$ cat src/rtl/dec_pkg.sv
// Shared types and helpers for the sequential one-hot decoder.
package dec_pkg;

   typedef enum logic [1:0] {
      MODE_IDLE   = 2'd0,
      MODE_DIRECT = 2'd1,
      MODE_SCAN   = 2'd2
   } mode_e;

   typedef enum logic [1:0] {
      S_IDLE   = 2'd0,
      S_DIRECT = 2'd1,
      S_SCAN   = 2'd2
   } state_e;

   // Widest one-hot vector the helper can produce; OUT_N must not exceed it.
   localparam int unsigned ONEHOT_W = 64;

   // One-hot vector with bit idx set.
   function automatic logic [ONEHOT_W-1:0] onehot(input int unsigned idx);
      return ONEHOT_W'(1) << idx;
   endfunction

   // Scan index successor, wrapping explicitly at n-1.
   function automatic int unsigned next_idx(input int unsigned idx, input int unsigned n);
      return (idx >= n - 32'd1) ? 32'd0 : idx + 32'd1;
   endfunction

endpackage

$ cat src/rtl/dec_scan_ctr.sv
// Dwell counter and wrapping scan index for the SCAN walk.
module dec_scan_ctr
   import dec_pkg::*;
#(
   parameter int unsigned SEL_W   = 3,
   parameter int unsigned OUT_N   = 8,
   parameter int unsigned DWELL_W = 4
) (
   input  logic               clk,
   input  logic               rst,
   input  logic               en,
   input  logic               clr,
   input  logic [DWELL_W-1:0] dwell,
   output logic [SEL_W-1:0]   idx,
   output logic               step
);

   logic [DWELL_W-1:0] cnt;

   // Terminal count of the current dwell; the live dwell value is compared every cycle.
   assign step = en && (cnt == dwell);

   // Counter and index advance; clr restarts the walk at output 0.
   always_ff @(posedge clk) begin
      if (rst) begin
         cnt <= '0;
         idx <= '0;
      end else if (clr) begin
         cnt <= '0;
         idx <= '0;
      end else if (en) begin
         if (cnt == dwell) begin
            cnt <= '0;
            idx <= SEL_W'(next_idx(32'(idx), OUT_N));
         end else begin
            cnt <= cnt + DWELL_W'(1);
         end
      end
   end

endmodule

$ cat src/rtl/onehot_decoder_seq.sv
// Registered binary-to-one-hot decoder with valid/ready input, range error and SCAN walk.
// Optional feature macro: ONEHOT_DECODER_STICKY_ERR_EN (err survives SCAN entry).
module onehot_decoder_seq
   import dec_pkg::*;
#(
   parameter int unsigned SEL_W   = 3,
   parameter int unsigned OUT_N   = 8,
   parameter int unsigned DWELL_W = 4
) (
   input  logic               clk,
   input  logic               rst,
   input  logic [1:0]         mode,
   input  logic [SEL_W-1:0]   sel,
   input  logic               sel_vld,
   output logic               sel_rdy,
   input  logic [DWELL_W-1:0] dwell,
   output logic [OUT_N-1:0]   y,
   output logic               y_vld,
   output logic               err,
   output logic               busy
);

   localparam int unsigned SEL_X = SEL_W + 1;
   localparam logic [SEL_X-1:0] OUT_LIM = SEL_X'(OUT_N);

   state_e           state_q;
   state_e           next_state;
   logic             scan_entry;
   logic             scan_en;
   logic             accept;
   logic             in_range;
   logic [SEL_W-1:0] scan_idx;
   logic             scan_step;

   // Next state is the decoded mode; the reserved encoding falls to idle.
   always_comb begin
      next_state = S_IDLE;
      case (mode)
         MODE_DIRECT: next_state = S_DIRECT;
         MODE_SCAN:   next_state = S_SCAN;
         default:     next_state = S_IDLE;
      endcase
   end

   assign scan_entry = (state_q != S_SCAN) && (next_state == S_SCAN);
   assign scan_en    = (state_q == S_SCAN);
   assign accept     = sel_vld && sel_rdy;
   // An X select fails this compare and lands in the out-of-range branch.
   assign in_range   = ({1'b0, sel} < OUT_LIM);

   dec_scan_ctr #(
      .SEL_W   (SEL_W),
      .OUT_N   (OUT_N),
      .DWELL_W (DWELL_W)
   ) u_scan_ctr (
      .clk   (clk),
      .rst   (rst),
      .en    (scan_en),
      .clr   (scan_entry),
      .dwell (dwell),
      .idx   (scan_idx),
      .step  (scan_step)
   );

   // State register, handshake and output registers; the current state decides the action.
   always_ff @(posedge clk) begin
      if (rst) begin
         state_q <= S_IDLE;
         y       <= '0;
         y_vld   <= 1'b0;
         err     <= 1'b0;
         sel_rdy <= 1'b0;
         busy    <= 1'b0;
      end else begin
         state_q <= next_state;
         sel_rdy <= (next_state == S_DIRECT);
         busy    <= (next_state == S_SCAN);
         y_vld   <= 1'b0;
         case (state_q)
            S_DIRECT: begin
               if (accept) begin
                  y_vld <= 1'b1;
                  if (in_range) begin
                     y   <= OUT_N'(onehot(32'(sel)));
                     err <= 1'b0;
                  end else begin
                     y   <= '0;
                     err <= 1'b1;
                  end
               end
            end
            S_SCAN: begin
               if (scan_step) begin
                  y     <= OUT_N'(onehot(next_idx(32'(scan_idx), OUT_N)));
                  y_vld <= 1'b1;
               end
            end
            default: begin
            end
         endcase
         if (scan_entry) begin
            y     <= OUT_N'(onehot(32'd0));
            y_vld <= 1'b1;
`ifdef ONEHOT_DECODER_STICKY_ERR_EN
            // Error stays latched until reset or an in-range direct accept.
`else
            err   <= 1'b0;
`endif
         end
      end
   end

endmodule
$ cat config.mk
export PLATFORM = sky130hd
export DESIGN_NAME = onehot_decoder_seq
export DESIGN_NICKNAME = d
export VERILOG_FILES = /design/src/rtl/dec_pkg.sv /design/src/rtl/dec_scan_ctr.sv /design/src/rtl/onehot_decoder_seq.sv
export SDC_FILE = /design/constraint.sdc
export NUM_CORES = 1
export LEC_CHECK = 0
export BUFFER_PORTS_ARGS = -buffer_cell sky130_fd_sc_hd__buf_2
export CORE_ASPECT_RATIO = 0.8
export CORE_MARGIN = 2
export CORE_UTILIZATION = 55
export CTS_BUF_LIST = sky130_fd_sc_hd__clkbuf_8
export CTS_CLUSTER_DIAMETER = 200
export DETAILED_ROUTE_END_ITERATION = 7
export PLACE_DENSITY = 0.82
export SLEW_MARGIN = 15
export SYNTH_ARGS = -nofsm -noshare
export SYNTH_HDL_FRONTEND = slang
export SYNTH_SLANG_ARGS = --single-unit
$ cat constraint.sdc
create_clock -name clk -period 5.7 [get_ports clk]
set_input_delay 0.285 -clock clk [delete_from_list [all_inputs] [get_ports clk]]
set_output_delay 0.285 -clock clk [all_outputs]
set_load 0.01 [all_outputs]
### After elaboration in Yosys (flattened, before gate mapping)

Cells that the tools add are included.

* bits in registers: 20
* bits of input ports: 12
* output and inout bits: 12
* word-level logic and storage cells: 45

* add/subtract/negate cells: 2
* magnitude comparators: 1
* equality and inequality tests: 12
* shifts and indexed selects: 2
* muxes and demuxes: 11
* reductions and logical operators: 9

Operators by type and width (number)
* 32-bit two-way mux: 1
* 1-bit by 32-bit left shift with 8-bit output (first input constant): 1
* 8-bit two-way mux: 2
* 8-bit case mux with 2 select lines: 1
* 1-bit by 3-bit left shift with 8-bit output (first input constant): 1
* 2-bit by 1-bit equality test with 1-bit output (second input constant): 3
* 2-bit equality test (second input constant): 3
* 2-bit != test (second input constant): 3
* 3-bit != test (second input constant): 2
* 3-bit AND reduction: 2
* 3-bit by 1-bit adder with 4-bit output (second input constant): 1
* 4-bit by 1-bit adder with 4-bit output (second input constant): 1
* 4-bit equality test: 1
* 1-bit two-way mux: 4
* 4-bit two-way mux: 1
* 2-bit case mux with 2 select lines: 1
* 3-bit greater-or-equal comparator (second input constant): 1
* 1-bit logical AND: 3
* 3-bit nonzero test: 1
* 1-bit case mux with 2 select lines: 1
* 2-bit AND reduction: 1
* 2-bit nonzero test: 1
* 2-bit OR reduction: 1

### Longest topological paths before layout

Gate-level depths: netlist of run 1.

* depth in word-level cells: 6
* gate-level depth with buffers: 8

### Hierarchy

From an unflattened synthesis of run 1, not the netlist that was laid out.

* cells, all modules: 112
* area, all modules: 1046.0 um2

By module, submodules not included
* onehot_decoder_seq: instances 1, cells each 71, area an instance 651.9 um2, seq. area each 220.2 um2
* dec_scan_ctr: instances 1, cells each 41, area an instance 394.1 um2, seq. area each 140.1 um2

### Worst setup path before layout of run 1

OpenSTA, ideal clock, no wires.

* path kind: reg2reg
* start point: reg state_q[0]
* end point: reg y[7]
* library setup time: 0.070 ns
* data arrival time: 1.808 ns
* required time: 5.630 ns
* setup slack: 3.822 ns
* stages on the path, launching flop included: 8
* buffers on the path: 2
* clock period less this slack: 1.878 ns
* cells stage by stage: dfxtp_1 -> inv_1 -> ha_1 -> buf_2 -> buf_1 -> o32a_1 -> or4_1 -> a21oi_1

* word-level cells in the longest chain between the ends: 4
* elaborated cells between the ends (all ways): 11
* those cells by class: eq/ne: 5; mux: 1; reduce/logical: 5

Ends and longest elaborated chain
* start, declared: line onehot_decoder_seq.sv:26 `state_e state_q;`
* start signal, assigned: line onehot_decoder_seq.sv:75 `state_q <= next_state;`
* 2-bit equality test: line onehot_decoder_seq.sv:46, onehot_decoder_seq.sv:79
* 1-bit logical AND: line dec_scan_ctr.sv:21 `assign step = en && (cnt == dwell);`
* 2-bit != test (no source line)
* 3-bit AND reduction (no source line)
* end signal, assigned: line onehot_decoder_seq.sv:84 `y <= OUT_N'(onehot(32'(sel)));`
* end signal, assigned: line onehot_decoder_seq.sv:94 `y <= OUT_N'(onehot(next_idx(32'(scan_idx), OUT_N)));`
* end signal, assigned: line onehot_decoder_seq.sv:102 `y <= OUT_N'(onehot(32'd0));`
* end, declared: line onehot_decoder_seq.sv:17 `output logic [OUT_N-1:0] y,`

Parallel ways exist; a longest one is shown, timed or not.
A chain may end at the register's enable or synchronous reset.

### Worst setup path after layout of run 1

Ends and elaborated chain as after synthesis.

==> summary.md, run 1 <==
### Pwr
- 0.215 mV — worst IR drop on VDD
- 240 mW/mm2 — PwrDens
- 0.487 nW — leak pwr

### Synthesis
- 932 um2 — area of the mapped netlist
- 0 — Yosys Warn Count
- 0 — number of flops mapped to enable cells by yosys
- dfxtp_1 — flip-flop cell with the highest count after synthesis
- 0 — fraction of registers with async set/reset
- 123 — net count after synthesis
- 106 — Post-Syn Instances
- 8.79 um2 — average size of a mapped cell
- 0.387 — post-synthesis sequential area ratio
- 33 — count of unique library cells instantiated by Yosys
- 18 — number of storage elements in the synthesis netlist

### Route
- 1750 um — post-detailed-routing wire length
- 11.8 um — routed len/inst
- 780 um — Detail Route met2 WL
- 10 — number of violations reported at the end of detailed-routing iteration 0
- 4 — 1st-pass router iterations
- 5.34 — ratio of routed vias to standard cells
- 0 — Remaining DRCs
- met4 — highest routed layer
- 108 um — met3 WL post-DR
- 0 — final antenna-violating net count
- 843 um — routed metal-1 wire length
- 796 — via count

### Global routing
- 0.200 — GRT Overall Usage
- 2880 um — first-pass GRT wire length
- 0 — grt total ovfl
- 0 — antenna violations before repair
- 690 — via count of the first global-routing pass
- 16 — largest net degree at the start of global routing

### Placement
- 0.761 — routability congestion estimate
- 1300 um — detailed placement HPWL
- 22 — number of I/O port buffers
- 3.61 ns — worst setup slack before clock tree synthesis
- 145 — # placed instances

### CTS
- 0.26 ns — insertion delay to the later sink of the worst-skew pair
- 0 — # hold bufs at CTS
- yes — clock tree from TritonCTS
- 0 — Resized cells post-CTS
- clkbuf_8 — Clock Tree Root
- 18 — clk sink count
- 0.07 ns — CTS clock-pin slew for the worst setup and hold paths
- 1 — number of levels the H-tree was split into
- 3 — TritonCTS Buffers
- 0 — Post-CTS Setup Inserts
- 2 — Max Root-Sink Buffers

### Cells and area
- 124 — number of fill cells in the layout
- 145 — net total in the final layout
- 17.7% — post-synthesis to final-layout area growth
- buf_2, dfxtp_1, nand2_1 — commonest cells after routing, fill and taps aside
- buf_2 — most common library cell in the layout ignoring fill and taps
- 0 — antenna diode count
- 0.236 — share of final-layout standard cells stronger than drive strength 1
- 149 — Final Non-Filler Cells

### Worst setup path
- register — Setup crit end kind
- 2.36 ns — data arrival time of the critical path
- 3.52 ns — worst-case register-to-register setup slack
- 5.88 ns — worst path required time
- register to register — start-to-end type of the worst setup path
- 15 — worst-path fanout max
- register — Worst Setup Start Kind

### Timing
- 0 ns — setup TNS
- 0.613 — normalized max-slew margin
- 3.52 ns — final critical-path setup slack
- false — RSZ-0062 raised after global routing
- 0.580 ns — slew at the pin with the worst max-slew slack
- 0 — Setup-failing EPs final
- 0.00480 ns — Post-Route Skew
- 2.18 ns — final worst path period need
- 0.382 — share of the cycle needed by the critical path after routing
- 0.206 ns — final hold slack
- 459 MHz — Max Clk Rate
- 0 — Hold Vio Cnt, Final
- 0 — total count of max-transition violations in the final report

### Floorplanning
- 40.8 um — Die Span Y
- 0.579 — effective utilization at floorplan
- 13 — FP Rows
- 0.00204 mm2 — Die Area
- 24 — number of top-level design ports
- 0.00161 mm2 — Std-Cell Core Area
- 50.0 um — die extent in x

### Hold path
- input port to register — path type of the worst min-delay path

### Run
- 0 — max-cap violation count

### Run status
- finished clean — outcome

==> cell families (layout without fill, tap and decap cells) <==
family          after synthesis  in the layout  synth area share
compound gates               17             17             0.130
xor+xnor                      6              6            0.0564
fa+ha+maj                     5              5            0.0671
buf+inv                       9             30            0.0456
flops                        18             18             0.387
mux                           5              5            0.0550
other cells                   1              1           0.00402
simple gates                 45             45             0.255
==> path summary, 6_finish.rpt <==
path | startpoint | depth (start not counted) | to
min | mode[1] | 2 | state_q[0]
min reg2reg | y[4] | 2 | y[4]
max reg2reg | state_q[0] | 6 | y[7]
max | state_q[0] | 6 | y[7]
==> registers in the layout (all words and copies together), names as in the netlist <==
name	count
state_q	1
y_vld	1
busy	1
u_scan_ctr.idx	3
u_scan_ctr.cnt	4
y	8
==> cell usage after synthesis (2+ instances only) <==
cell	instances	area, um2
xor2_1	6	52.6
inv_1	4	15.0
or3_1	4	25.0
ha_1	5	62.6
dfxtp_1	18	360
nand2_1	14	52.6
nand3_1	3	15.0
mux2i_1	4	40.0
nand2b_1	5	31.3
nor2_1	7	26.3
a21oi_1	12	60.1
and3_1	2	12.5
buf_4	2	15.0
==> critical path, cell delays in order, from the launching register on <==
cell and delay (ns):
dfxtp_1 0.35, inv_1 0.07, ha_1 0.52, nand2_1 0.14, o32a_1 0.34, or4_1 0.52, a21oi_1 0.16
==> power by group <==
part	total, mW	internal (mW)	switching, mW
combinational	0.0294	0.0124	0.0170
clock	0.104	0.0614	0.0424
sequential	0.130	0.128	0.00171
==> metal layers <==
| metal | vias up | global-route usage |
|---|---|---|
| met2 | 26 | 0.332 |
| met5 | - | 0 |
| met4 | 0 | 0.0972 |
| li1 | 411 | - |
| met1 | 354 | 0.232 |
| met3 | 5 | 0.0803 |
==> layout make-up <==
cell class              count  area, um2  share of cell area
multi-input cells          79        529               0.482
flip-flops and latches     18        360               0.328
repair buffers             22        110               0.100
clock buffers               4       55.1              0.0502
well taps                  22       27.5              0.0251
inverters                   4       15.0              0.0137
==> metrics by stage <==
stage	cell area, um2	utilization	power, mW
global route	1100	0.681	0.279
floorplan	932	-	0.154
CTS	1100	0.681	0.266
global placement	1040	0.647	0.161
detailed placement	1040	0.647	0.162
finish	1100	0.681	0.263
Power figures use the tool's default switching activity.
==> run 2, diff against run 1 <==
ABC_AREA = 1   (was not set)
CORE_UTILIZATION = 49   (was 55)
PLACE_DENSITY = 0.77   (was 0.82)
clock period = 2 ns   (was 5.7 ns; I/O delays follow)
==> run 2 against run 1 <==
Worst setup slack got worse by 3.2 ns. Synthesized area grew 12%. Total power grew to 3.0 times the previous value. Die area increased by 23%.
==> summary.md, run 2 <==
### Route
- 0 — final antenna-violating net count, unchanged
- 29 — number of violations reported at the end of detailed-routing iteration 0, +19
- 0 — Remaining DRCs, unchanged
- 10.1 um — routed len/inst, -14%
- 4.90 — ratio of routed vias to standard cells, -8.2%
- 4 — 1st-pass router iterations, unchanged
- 1,015 — via count, +28%
- 2100 um — post-detailed-routing wire length, +20%

### Timing
- 0.000654 ns — Post-Route Skew, -0.00414 ns
- 0 — Setup-failing EPs final, unchanged
- false — RSZ-0062 raised after global routing
- 0.857 — share of the cycle needed by the critical path after routing, +0.474
- 0 — Hold Vio Cnt, Final, unchanged
- 0 — total count of max-transition violations in the final report, unchanged
- 584 MHz — Max Clk Rate, +27%
- 1.71 ns — final worst path period need, -0.465 ns
- 0.0121 ns — final hold slack, -0.194 ns
- 0 ns — setup TNS, unchanged
- 0.287 ns — final critical-path setup slack, -3.23 ns

### Synthesis
- 0.347 — area share of the largest cell type after synthesis, -0.0400
- 0.347 — post-synthesis sequential area ratio, -0.0400
- 6.54 um2 — average size of a mapped cell, -26%
- 176 — net count after synthesis, +43%
- 0.00104 mm2 — area of the mapped netlist, +12%
- 0 — fraction of registers with async set/reset, unchanged
- 18 — number of storage elements in the synthesis netlist, unchanged
- dfxtp_1 — flip-flop cell with the highest count after synthesis
- 0 — Yosys Warn Count, unchanged
- 23 — count of unique library cells instantiated by Yosys, -30%
- nand2_1, inv_1, dfxtp_1 — most used standard cells in the synthesized netlist
- nand2_1 — dominant cell by count in the synthesized netlist
- 0 — number of flops mapped to enable cells by yosys, unchanged
- dfxtp_1, nand2_1, inv_1 — ranking of synthesized cells by area
- 159 — Post-Syn Instances, +50%
- dfxtp_1 — area leader, netlist

### Global routing
- 883 — via count of the first global-routing pass, +28%
- 0 — antenna violations before repair, unchanged
- 3620 um — first-pass GRT wire length, +26%
- 0 — grt total ovfl, unchanged
- 0.185 — GRT Overall Usage, -0.0152
- 13 — largest net degree at the start of global routing, -3

### Floorplanning
- 24 — number of top-level design ports, unchanged
- 0.00194 mm2 — Std-Cell Core Area, +21%
- 55.5 um — die extent in x, +11%
- 45.2 um — Die Span Y, +11%
- 0.00251 mm2 — Die Area, +23%
- 14 — FP Rows, +1
- 0.535 — effective utilization at floorplan, -0.0441

### Worst setup path
- dfxtp_1 — library cell contributing the largest single delay on the critical path
- 0.34 ns — Worst path max stage delay, -0.18 ns
- register to register — start-to-end type of the worst setup path
- u_scan_ctr.idx[0] — launching instance or port of the critical path
- u_scan_ctr.idx[0] — r2r startpoint
- register — Setup crit end kind
- 7 — worst-path fanout max, -8
- ha_1 -> ha_1 -> inv_1 -> nor2_1 -> nand2_1 -> nand2_1 -> nand2_1 -> inv_1 -> nor2_1 -> nand4_1 -> a21oi_1 — cell-by-cell trace of the critical path
- 1.90 ns — data arrival time of the critical path, -0.46 ns
- 2.19 ns — worst path required time, -3.69 ns
- nand2_1 — most used cell, CP
- register — Worst Setup Start Kind

### Cells and area
- 17.2% — post-synthesis to final-layout area growth
- nand2_1, inv_1, buf_2 — commonest cells after routing, fill and taps aside
- y (8), u_scan_ctr.cnt (4), u_scan_ctr.idx (3) — registers with the most flip-flops
- nand2_1 — most common library cell in the layout ignoring fill and taps
- 0.00122 mm2 — final design area excluding fillers, +11%
- 207 — Final Non-Filler Cells, +39%
- 8 — flip-flop count of the largest register after layout, unchanged
- 201 — net total in the final layout, +39%
- y — most flop-heavy register
- 0.627 — core utilization of the finished layout, -0.0547
- 0 — antenna diode count, unchanged
- 0.208 — share of final-layout standard cells stronger than drive strength 1, -0.0286

### Placement
- 1690 um — detailed placement HPWL, +30%
- 0.237 ns — worst setup slack before clock tree synthesis, -3.37 ns
- 0.00116 mm2 — DP Area, +11%
- 203 — # placed instances, +40%
- 0.828 — routability congestion estimate, +8.8%
- 22 — number of I/O port buffers, unchanged

### CTS
- clkbuf_8 — Clock Tree Root
- 18 — clk sink count, unchanged
- 0.07 ns — CTS clock-pin slew for the worst setup and hold paths, about the same
- 2 — Max Root-Sink Buffers, unchanged
- 3 — TritonCTS Buffers, unchanged
- 0 — Resized cells post-CTS, unchanged
- yes — clock tree from TritonCTS
- 0 — Post-CTS Setup Inserts, unchanged
- 1 — number of levels the H-tree was split into, unchanged
- 0 — # hold bufs at CTS, unchanged
- 0.25 ns — insertion delay to the later sink of the worst-skew pair, about the same

### Run status
- finished clean — outcome

### Hold path
- mode[1] — hold path start
- input port to register — path type of the worst min-delay path

### Pwr
- 0.790 mW — overall power, +200%
- 0.633 nW — leak pwr, +30%
- 648 mW/mm2 — PwrDens, +170%
- 0.441 mV — worst IR drop on VDD, +110%

### Run
- 0 — max-cap violation count, unchanged

## run 2: changes by cell type after synthesis, sizes merged, moves of 6 or more
cell   delta
inv      +24
nand2    +36
nor2      +8
xor2      -6
## run 2: final timing paths
check | cells past startpoint | slack, ns | end
setup reg to reg | 11 | 0.29 | y[3]
setup / recovery | 11 | 0.29 | y[3]
hold reg to reg | 2 | 0.46 | y[7]
hold / removal | 2 | 0.01 | state_q[0]
## run 2: area by class of cell
cell class              instances  area (um2)
clock buffers                   4        55.1
fillers                       185         726
inverters                      28         105
multi-input cells             110         551
flip-flops and latches         18         360
well taps                      24        30.0
repair buffers                 23         118
## run 2: per-layer routing
metal,track usage,share of wire,routed length [um],vias to the layer above
li1,-,-,-,543
met1,0.236,0.49,1020,443
met2,0.305,0.44,926,27
met3,0.0659,0.069,144,2
met4,0.0439,0.0043,9,0
met5,0,0,0,-
## run 2: worst max-delay path, delay by kind of cell (launching register included)
kind	cells	cell delay, ns
simple gates	6	0.54
fa+ha+maj	2	0.49
flops	1	0.34
buf+inv	2	0.15
compound gates	1	0.13
## run 2: power by group
part           leakage, nW  internal, mW  switching, mW
clock network       0.0288         0.175          0.122
registers            0.146         0.369        0.00538
logic                0.458        0.0445         0.0742
total                0.633         0.588          0.201
## run 2: cell families (layout without fill, tap and decap cells)
group / count (synthesis) / count (layout) / synth area share
other: 1 / 1 / 0.00361
AOI/OAI and AO/OA: 19 / 19 / 0.0975
and+or+nand+nor: 85 / 85 / 0.366
adders and majority gates: 5 / 5 / 0.0602
DFF: 18 / 18 / 0.347
buffers and inverters: 31 / 55 / 0.126
